**src/rtl/hdmi_period_scheduler.sv**
```systemverilog
// HDMI period scheduler: raster counters, syncs and the control/preamble/guard/active period sequence.
// Define HDMI_SCHED_GUARD_EN for HDMI mode (preamble + guard band); undefined gives DVI mode.
module hdmi_period_scheduler #(
  parameter int HA           = 640,
  parameter int HF           = 16,
  parameter int HS           = 96,
  parameter int HB           = 48,
  parameter int VA           = 480,
  parameter int VF           = 10,
  parameter int VS           = 2,
  parameter int VB           = 33,
  parameter int PREAMBLE_LEN = 8,
  parameter int GUARD_LEN    = 2,
  localparam int HTOTAL      = HA + HF + HS + HB,
  localparam int VTOTAL      = VA + VF + VS + VB,
  localparam int HW          = $clog2(HTOTAL),
  localparam int VW          = $clog2(VTOTAL)
) (
  input  logic          clk,
  input  logic          rstn,
  input  logic          i_cfg_valid,
  input  logic [31:0]   i_cfg_data,
  output logic [HW-1:0] o_hcount,
  output logic [VW-1:0] o_vcount,
  output logic          o_frame_start,
  output logic          o_hsync,
  output logic          o_vsync,
  output logic          o_data_en,
  output logic          o_guard_en,
  output logic [3:0]    o_ctl,
  output logic          o_tp_sel
);

  localparam logic [HW-1:0] H_LAST    = HW'(HTOTAL - 1);
  localparam logic [HW-1:0] H_ACT_END = HW'(HA);
  localparam logic [HW-1:0] HS_BEG    = HW'(HA + HF);
  localparam logic [HW-1:0] HS_END    = HW'(HA + HF + HS);
  localparam logic [HW-1:0] PRE_BEG   = HW'(HTOTAL - PREAMBLE_LEN - GUARD_LEN);
  localparam logic [HW-1:0] GRD_BEG   = HW'(HTOTAL - GUARD_LEN);
  localparam logic [VW-1:0] V_LAST    = VW'(VTOTAL - 1);
  localparam logic [VW-1:0] V_ACT_END = VW'(VA);
  localparam logic [VW-1:0] V_ACT_LST = VW'(VA - 1);
  localparam logic [VW-1:0] VS_BEG    = VW'(VA + VF);
  localparam logic [VW-1:0] VS_END    = VW'(VA + VF + VS);

  typedef struct packed {
    logic tp_sel;
    logic vpol;
    logic hpol;
    logic enable;
  } cfg_t;

  localparam cfg_t CFG_RESET = cfg_t'(4'b1001);

  // State bits map straight onto the outputs: [0] CTL0, [1] guard band, [2] data enable.
  typedef enum logic [2:0] {
    CTRL     = 3'b000,
    PREAMBLE = 3'b001,
    GUARD    = 3'b010,
    ACTIVE   = 3'b100
  } state_t;

  logic [HW-1:0] hcount_r;
  logic [VW-1:0] vcount_r;
  logic          frame_start_r;
  logic          hsync_r;
  logic          vsync_r;
  cfg_t          pending_r;
  cfg_t          committed_r;
  state_t        state_r;
  state_t        next_state;

  logic h_wrap;
  logic v_wrap;
  logic frame_wrap;
  logic hs_raw;
  logic vs_raw;
  logic next_active;
  logic in_active;
  logic in_pre;
  logic in_guard;
  logic unused_cfg_bits;

  assign unused_cfg_bits = ^i_cfg_data[31:4];

  assign h_wrap     = (hcount_r == H_LAST);
  assign v_wrap     = (vcount_r == V_LAST);
  assign frame_wrap = h_wrap && v_wrap;

  assign hs_raw      = (hcount_r >= HS_BEG) && (hcount_r < HS_END);
  assign vs_raw      = (vcount_r >= VS_BEG) && (vcount_r < VS_END);
  assign next_active = (vcount_r < V_ACT_LST) || v_wrap;
  assign in_active   = committed_r.enable && (hcount_r < H_ACT_END) && (vcount_r < V_ACT_END);

`ifdef HDMI_SCHED_GUARD_EN
  assign in_pre   = committed_r.enable && next_active && (hcount_r >= PRE_BEG) && (hcount_r < GRD_BEG);
  assign in_guard = committed_r.enable && next_active && (hcount_r >= GRD_BEG);
`else
  assign in_pre   = 1'b0;
  assign in_guard = 1'b0;
`endif

  // Raster counters and the frame-start pulse aligned with counters at (0,0).
  always_ff @(posedge clk or negedge rstn) begin
    if (!rstn) begin
      hcount_r      <= '0;
      vcount_r      <= '0;
      frame_start_r <= 1'b0;
    end else begin
      frame_start_r <= frame_wrap;
      if (h_wrap) begin
        hcount_r <= '0;
        vcount_r <= v_wrap ? '0 : vcount_r + VW'(1);
      end else begin
        hcount_r <= hcount_r + HW'(1);
      end
    end
  end

  // Config shadow: writes land in pending; pending commits only on the frame wrap.
  always_ff @(posedge clk or negedge rstn) begin
    if (!rstn) begin
      pending_r   <= CFG_RESET;
      committed_r <= CFG_RESET;
    end else begin
      if (frame_wrap) begin
        committed_r <= pending_r;
      end
      if (i_cfg_valid) begin
        pending_r <= cfg_t'(i_cfg_data[3:0]);
      end
    end
  end

  // Polarity-adjusted syncs, produced regardless of enable.
  always_ff @(posedge clk or negedge rstn) begin
    if (!rstn) begin
      hsync_r <= 1'b1;
      vsync_r <= 1'b1;
    end else begin
      hsync_r <= committed_r.hpol ? hs_raw : ~hs_raw;
      vsync_r <= committed_r.vpol ? vs_raw : ~vs_raw;
    end
  end

  // Period decode from the current counters.
  always_comb begin
    next_state = CTRL;
    if (in_active) begin
      next_state = ACTIVE;
    end else if (in_guard) begin
      next_state = GUARD;
    end else if (in_pre) begin
      next_state = PREAMBLE;
    end else begin
      next_state = CTRL;
    end
  end

  // Period state register; its bits are the registered period outputs.
  always_ff @(posedge clk or negedge rstn) begin
    if (!rstn) begin
      state_r <= CTRL;
    end else begin
      state_r <= next_state;
    end
  end

  assign o_hcount      = hcount_r;
  assign o_vcount      = vcount_r;
  assign o_frame_start = frame_start_r;
  assign o_hsync       = hsync_r;
  assign o_vsync       = vsync_r;
  assign o_data_en     = state_r[2];
  assign o_guard_en    = state_r[1];
  assign o_ctl         = {3'b000, state_r[0]};
  assign o_tp_sel      = committed_r.tp_sel;

endmodule

```
**config.mk**
```make
export PLATFORM = sky130hd
export DESIGN_NAME = hdmi_period_scheduler
export DESIGN_NICKNAME = d
export VERILOG_FILES = /design/src/rtl/hdmi_period_scheduler.sv
export SDC_FILE = /design/constraint.sdc
export NUM_CORES = 1
export LEC_CHECK = 0
export ABC_CLOCK_PERIOD_IN_PS = 2480
export BUFFER_PORTS_ARGS = -buffer_cell sky130_fd_sc_hd__buf_2
export CAP_MARGIN = 5
export CELL_PAD_IN_SITES_DETAIL_PLACEMENT = 1
export CELL_PAD_IN_SITES_GLOBAL_PLACEMENT = 2
export CORE_MARGIN = 2
export CORE_UTILIZATION = 29
export DETAILED_ROUTE_END_ITERATION = 8
export PLACE_DENSITY = 0.9
export SYNTH_ARGS = -nofsm -noshare
export SYNTH_HDL_FRONTEND = slang
export SYNTH_SLANG_ARGS = --single-unit
```
**constraint.sdc**
```tcl
create_clock -name clk -period 2.48 [get_ports clk]
set_input_delay 0.248 -clock clk [delete_from_list [all_inputs] [get_ports clk]]
set_output_delay 0.248 -clock clk [all_outputs]
set_load 0.03 [all_outputs]
```
==> metrics.txt, run 1 <==
status=finished, final reports clean; Resized Gates After CTS=0; Area Overhead vs Synth=18.8%; largest family of logic cells by synthesized area=simple AND/OR/NAND/NOR gates; Max Cap Viol=0; Antenna Cells=0; Hold Slack=between 0.004 and 0.005 ns; power per cell area=516 mW/mm^2; Setup WS post-layout=roughly 0.47 ns; Synth Area in Compound Gates=5.44%; Leakage=0.878 nW; Reg clk slew, reported paths=0.08 ns; largest cells by area after synthesis=dfrtp_1, dfstp_2, mux2_2, ha_1, xnor2_1; DRC=0; final worst path period share=81.0%; post-synth top area cell=dfrtp_1; initial antenna violation count=0; Least-Margin Pin Slew=0.718 ns; gr ovfl total=0; fraction of layout instances using a drive strength above 1=36.0%; Final Setup Violations=0; H-tree levels=2; critical path endpoint category=flop; Clock Tree Buf Depth=2; commonest non-fill, non-tap cell in the layout=buf_2; Slew Limit Headroom=between 50% and 60%; placed cell area=between 0.0015 and 0.002 mm^2; nature of the critical path startpoint=flop; num ports=65; Netlist cell types=42; max-slew violations=0; HP Class=in -> async; Critical Path RT=2.65 ns; clk_skew=0.00757 ns; Finished Layout Cells=245; met1 Usage GRT=14.7%; hpwl dp=2.46 mm; Die Y=approximately 78 um; grt met3 use=under 10%; Max IR drop VDD=between 0.2 and 0.25 mV; met2 Use GR=22.0%; Synth Area per Inst=11.4 um^2; vias in the first global route=1261; vias per cell=4.70; mapped cell area=0.00159 mm^2; Post-Synth Simple-Gate Area=~22%; reg2reg path depth=6; global route hottest layer=met2; hold_buf cts=0; 1st-iter DRT viols=51; setup TNS=0 ns; #FFs+latches synth=32; routability cong.=0.763; Synth Area in XOR/XNOR=6.62%; row count=26; CTS buffer count=5; final instance area=roughly 0.0019 mm^2; clk_lat worst skew=between 0.2 and 0.3 ns; Die ar.=around 0.006 mm^2; CTS root buffer=clkbuf_8; dpl cells=approximately 240; final critical-path required period=2.01 ns; mux share of post-synthesis cell area=5.67%; Final #Nets=around 210; wire per inst=between 10 and 15 um; Adder-Cell Fraction of Synth Area=3.94%; DR pass1 iterations=4; CTS tree=built; synthesized instance count=between 100 and 150; Setup WS pre-CTS=0.491 ns; WP data arrival=2.18 ns; Synth top area share=41.0%; final wirelength=3.40 mm; Post CTS Setup Buffer Count=0; # clock sinks=32; Die Width=78.0 um; # port buffers=31; Fmax=498 MHz; RSZ-0062 raised after global routing=no; Final Core Density=36.3%; Core Footprint=around 0.0052 mm^2; most frequent cells in the layout=buf_2, dfrtp_1, nand3_1; Initial Util=30.5%; overall power=973 uW; fillers=613; endpoints failing hold=0; first-pass GRT wire length=6.02 mm; Routed Antenna Nets=0; CP Class=reg -> reg; CP max FO=7; sequential element share of the synthesized area=50.9%; synth warn=0; largest net degree at the start of global routing=33; via count=between 1000 and 1500; All-Layer GR Usage=roughly an eighth
critical path, stage by stage (launching register included):
cell and delay (ns):
dfrtp_1 0.46, inv_1 0.11, ha_1 0.14, nand2_1 0.09
or4_4 0.57, nor2_4 0.17, mux2_2 0.36
layer usage:
layer / wire, um / share of wire [%]
met5: 0 / 0
met4: 10 / 0.29
met3: 148 / 4.4
met2: 1690 / 50
met1: 1550 / 46
synth_stat cells:
master,instances
and3_1,3
clkbuf_2,1
o2111ai_1,1
mux2_2,8
dfstp_2,6
nand2b_1,1
or2_2,1
xnor2_1,7
or4_2,1
nand4_1,6
nand2_1,7
o21a_1,1
nor3_1,3
nor4_1,1
o21ai_0,6
inv_1,5
nor4b_4,1
a311oi_1,1
or3_1,1
xor2_1,5
conb_1,1
and2_1,2
dfrtp_1,26
and4b_1,1
a21oi_1,3
buf_2,1
and3_2,1
ha_1,5
or4_1,1
and4_1,2
or3b_2,1
nand3_1,9
buf_6,1
nor4b_1,1
nor2_4,1
a22o_1,1
a21o_1,1
buf_4,5
nand4_4,1
or3_4,1
or4_4,1
nor2_1,7
state kept, by name, indices dropped and copies added (netlist names):
signal,cells
o_tp_sel,1
committed_r,3
o_hcount,10
o_vcount,10
o_hsync,1
pending_r,4
o_frame_start,1
state_r,1
o_vsync,1
cell families (layout without fill, tap and decap cells):
logic type / count (synthesis) / in the layout
simple gates: 54 / 54
flops: 32 / 32
compound gates: 14 / 14
buf+inv: 13 / 45
xor+xnor: 12 / 12
mux: 8 / 8
fa+ha+maj: 5 / 5
other cells: 1 / 5
area by class of cell:
| class | count | area [um^2] | share of cell area, % |
|---|---|---|---|
| clock inverters | 3 | 23.8 | 1.26 |
| well taps | 70 | 87.6 | 4.64 |
| repair buffers | 32 | 163 | 8.62 |
| inverters | 5 | 18.8 | 0.995 |
| clock buffers | 5 | 68.8 | 3.65 |
| multi-input cells | 98 | 717 | 38.0 |
| flip-flops and latches | 32 | 808 | 42.8 |
final timing paths:
check / slack, ns / end / start
max in group asynchronous: 2.00 / o_vcount[6]$_DFFE_PN0N_ / rstn
worst max register to register: 0.47 / committed_r[2]$_DFFE_PN0P_ / o_vcount[1]$_DFFE_PN0N_
worst min register to register: 0.43 / o_hsync$_DFF_PN1_ / committed_r[1]$_DFFE_PN0P_
worst min-delay path: 0.004 / o_hcount[6]$_DFF_PN0_ / rstn
worst max-delay path: 0.47 / committed_r[2]$_DFFE_PN0P_ / o_vcount[1]$_DFFE_PN0N_
min in group clk: 0.20 / pending_r[1]$_DFFE_PN0P_ / i_cfg_data[1]
power by group:
group	switching (mW)	total [mW]	internal (mW)
sequential	0.00286	0.534	0.531
combinational	0.0236	0.0327	0.00912
clock	0.208	0.406	0.198
total	0.234	0.973	0.738
No activity file was read; power rests on OpenSTA's default activity.
==> run 2: changes to the inputs <==
==> config.mk (replaced) <==
export PLATFORM = sky130hd
export DESIGN_NAME = hdmi_period_scheduler
export DESIGN_NICKNAME = d
export VERILOG_FILES = /design/src/rtl/hdmi_period_scheduler.sv
export SDC_FILE = /design/constraint.sdc
export NUM_CORES = 1
export LEC_CHECK = 0
export ABC_AREA = 1
export ABC_CLOCK_PERIOD_IN_PS = 1700
export BUFFER_PORTS_ARGS = -buffer_cell sky130_fd_sc_hd__buf_2
export CAP_MARGIN = 5
export CELL_PAD_IN_SITES_DETAIL_PLACEMENT = 1
export CELL_PAD_IN_SITES_GLOBAL_PLACEMENT = 2
export CORE_MARGIN = 2
export CORE_UTILIZATION = 24
export DETAILED_ROUTE_END_ITERATION = 8
export PLACE_DENSITY = 0.86
export SYNTH_ARGS = -nofsm -noshare
export SYNTH_HDL_FRONTEND = slang
export SYNTH_SLANG_ARGS = --single-unit
==> constraint.sdc (replaced) <==
create_clock -name clk -period 1.7 [get_ports clk]
set_input_delay 0.17 -clock clk [delete_from_list [all_inputs] [get_ports clk]]
set_output_delay 0.17 -clock clk [all_outputs]
set_load 0.03 [all_outputs]
==> metrics.txt, run 2 <==
Max Cap Viol=0 (unchanged); CP max stage cell=dfrtp_1; vias in the first global route=1536 (+22%); Critical Path RT=1.87 ns (-0.78 ns); Antenna Cells=0 (unchanged); CP max FO=9 (+2); critical path endpoint category=flop; row count=30 (+15%); Fmax=657 MHz (+32%); mapped cell area=0.00168 mm^2 (+6.0%); Die ar.=0.00770 mm^2 (+27%); routability cong.=0.791 (+3.6%); largest net degree at the start of global routing=33 (unchanged); num ports=65 (unchanged); final instance area=0.00209 mm^2 (+11%); setup TNS=0 ns (unchanged); Routed Antenna Nets=0 (unchanged); fraction of layout instances using a drive strength above 1=24.4% (-12 points); Reg clk slew, reported paths=0.08 ns (about the same); wire per inst=12.1 um (-13%); Final Setup Violations=0 (unchanged); clk_skew=0.00738 ns (-0.000190 ns); #FFs+latches synth=32 (unchanged); DR pass1 iterations=4 (unchanged); CTS root buffer=clkbuf_8; EDFF count, synth=0 (unchanged); first-pass GRT wire length=7.09 mm (+18%); nature of the critical path startpoint=flop; 1st-iter DRT viols=47 (-7.8%); placed cell area=0.00196 mm^2 (+9.3%); synth warn=0 (unchanged); CTS tree=built; status=finished, final reports clean; Clock Tree Buf Depth=2 (unchanged); Post-synth ARST share=100% (unchanged); final critical-path required period=1.52 ns (-0.487 ns); Final #Nets=289 (+35%); FF-to-FF End=committed_r[1]$_DFFE_PN0P_; WP data arrival=1.70 ns (-0.48 ns); CP peak stage delay=0.39 ns (-0.18 ns); Die Width=87.7 um (+12%); DRC=0 (unchanged); vias per cell=4.21 (-10%); All-Layer GR Usage=12.2% (-0.30 points); hpwl dp=3.09 mm (+26%); critical path startpoint=o_vcount[0]$_DFFE_PN0N_; sequential element share of the synthesized area=48.0% (-2.9 points); synthesized instance count=206 (+48%); CP cell instances=inv_1 > ha_1 > nand3_1 > nor3_1 > nand2_2 > nand2_1 > o21ai_1; endpoints failing hold=0 (unchanged); most frequent cells in the layout=nand2_1, inv_1, buf_2; Synth top area share=38.7% (-2.3 points); r2r startpoint=o_vcount[0]$_DFFE_PN0N_; top post-synthesis cells by count=nand2_1, inv_1, dfrtp_1, nor2_1, o21ai_0; power per cell area=751 mW/mm^2 (+46%); Leakage=1.03 nW (+18%); CP Class=reg -> reg; most common cell in the synthesized netlist=nand2_1; gr ovfl total=0 (unchanged); H-tree levels=2 (unchanged); commonest non-fill, non-tap cell in the layout=nand2_1; Area Overhead vs Synth=24.2%; Synth Flop Type=dfrtp_1; final wirelength=4.18 mm (+23%); CP endpoint=committed_r[1]$_DFFE_PN0P_; CTS buffer count=5 (unchanged); fillers=862 (+41%); initial antenna violation count=0 (unchanged); Max IR drop VDD=0.222 mV (+11%); via count=1457 (+27%); clk_lat worst skew=0.29 ns (about the same); HP Class=in -> reg; cell depth of the worst min-delay path=3; Initial Util=24.8% (-5.7 points); R2R Setup Slk=0.18 ns (-0.29 ns); Synth Area per Inst=8.17 um^2 (-28%); Die Y=87.7 um (+12%); max-slew violations=0 (unchanged); final worst path period share=89.5% (+8.5 points); post-synth top area cell=dfrtp_1; largest cells by area after synthesis=dfrtp_1, nand2_1, dfstp_2, inv_1, nor2_1; # port buffers=31 (unchanged); Netlist cell types=26 (-38%); # clock sinks=32 (unchanged); reg2reg path depth=7 (+1); Core Footprint=0.00679 mm^2 (+31%); RSZ-0062 raised after global routing=no
-- run 2: cell types whose count changed after synthesis, moves of 3 or more --
| cell | before | now |
|---|---|---|
| mux2_2 | 8 | 0 |
| nor3_1 | 3 | 8 |
| xnor2_1 | 7 | 0 |
| nand2_1 | 7 | 44 |
| nor2_1 | 7 | 19 |
| o21ai_1 | 0 | 4 |
| nand2_2 | 0 | 3 |
| inv_1 | 5 | 33 |
| and3_1 | 3 | 0 |
| o21ai_0 | 6 | 13 |
-- run 2: kinds of logic after synthesis --
kind of cell | share of synthesized area, %
AND/OR/NAND/NOR | 27.1
buffers and inverters | 10.3
flip-flops | 48.0
AO/OA/AOI/OAI | 6.99
XOR/XNOR | 3.64
adder cells (fa/ha/maj) | 3.72
other | 0.223
-- run 2: worst min path at each step --
stage               slack, ns          start                         end
CTS                      0.08  i_cfg_data[0]    pending_r[0]$_DFFE_PN1P_
finish                   0.09  i_cfg_data[1]    pending_r[1]$_DFFE_PN0P_
global route              0.1  i_cfg_data[1]    pending_r[1]$_DFFE_PN0P_
detailed placement       0.23           rstn     o_vcount[6]$_DFFE_PN0N_
global placement         0.23           rstn     o_vcount[5]$_DFFE_PN0N_
floorplan               -0.13           rstn  committed_r[1]$_DFFE_PN0P_
-- run 2: layout make-up --
class,count,area (um^2),share of cell area [%]
Clock buffer,5,68.8,3.29
Clock inverter,3,42.5,2.03
Inverter,33,124,5.92
Multi-Input combinational cell,139,717,34.3
Sequential cell,32,808,38.7
Tap cell,96,120,5.75
Timing Repair Buffer,38,210,10.1
-- run 2: worst max-delay path, delay by kind of cell, from the launching register on --
family	cells	cell delay, ns
fa+ha+maj	1	0.19
buf+inv	1	0.16
compound gates	1	0.06
simple gates	4	0.60
flops	1	0.39
-- run 2: per-layer routing --
metal	GRT usage, %	vias up	wire [um]
met5	0	-	0
met4	5.03	0	81
met3	3.96	9	164
met2	19.8	25	2010
met1	14.8	695	1920
li1	-	728	-
-- run 2: repair_timing --
item | in CTS | in global routing
endpoints found under the setup margin | 0 | 5
hold buffers | 1 | 0
buffers inserted | 0 | 1
hold endpoints to repair | 26 | 0
resized for setup | 0 | 0
-- run 2: where the power goes --
part	switching [mW]	internal, mW
Clock	0.309	0.434
Sequential	0.00198	0.773
Combinational	0.0407	0.0117
-- run 2: stage by stage --
stage | power [mW] | util, % | hold WS (ns) | setup WS (ns) | std cells
2_1_floorplan | 0.822 | - | -0.126 | 0.0889 | 210
3_3_place_gp | 0.841 | 28.9 | 0.228 | 0.203 | 336
3_5_place_dp | 0.842 | 28.9 | 0.231 | 0.160 | 336
4_1_cts | 1.60 | 30.7 | 0.0790 | 0.131 | 345
5_1_grt | 1.63 | 30.8 | 0.0951 | 0.0118 | 346
6_report | 1.57 | 30.8 | 0.0886 | 0.178 | 346
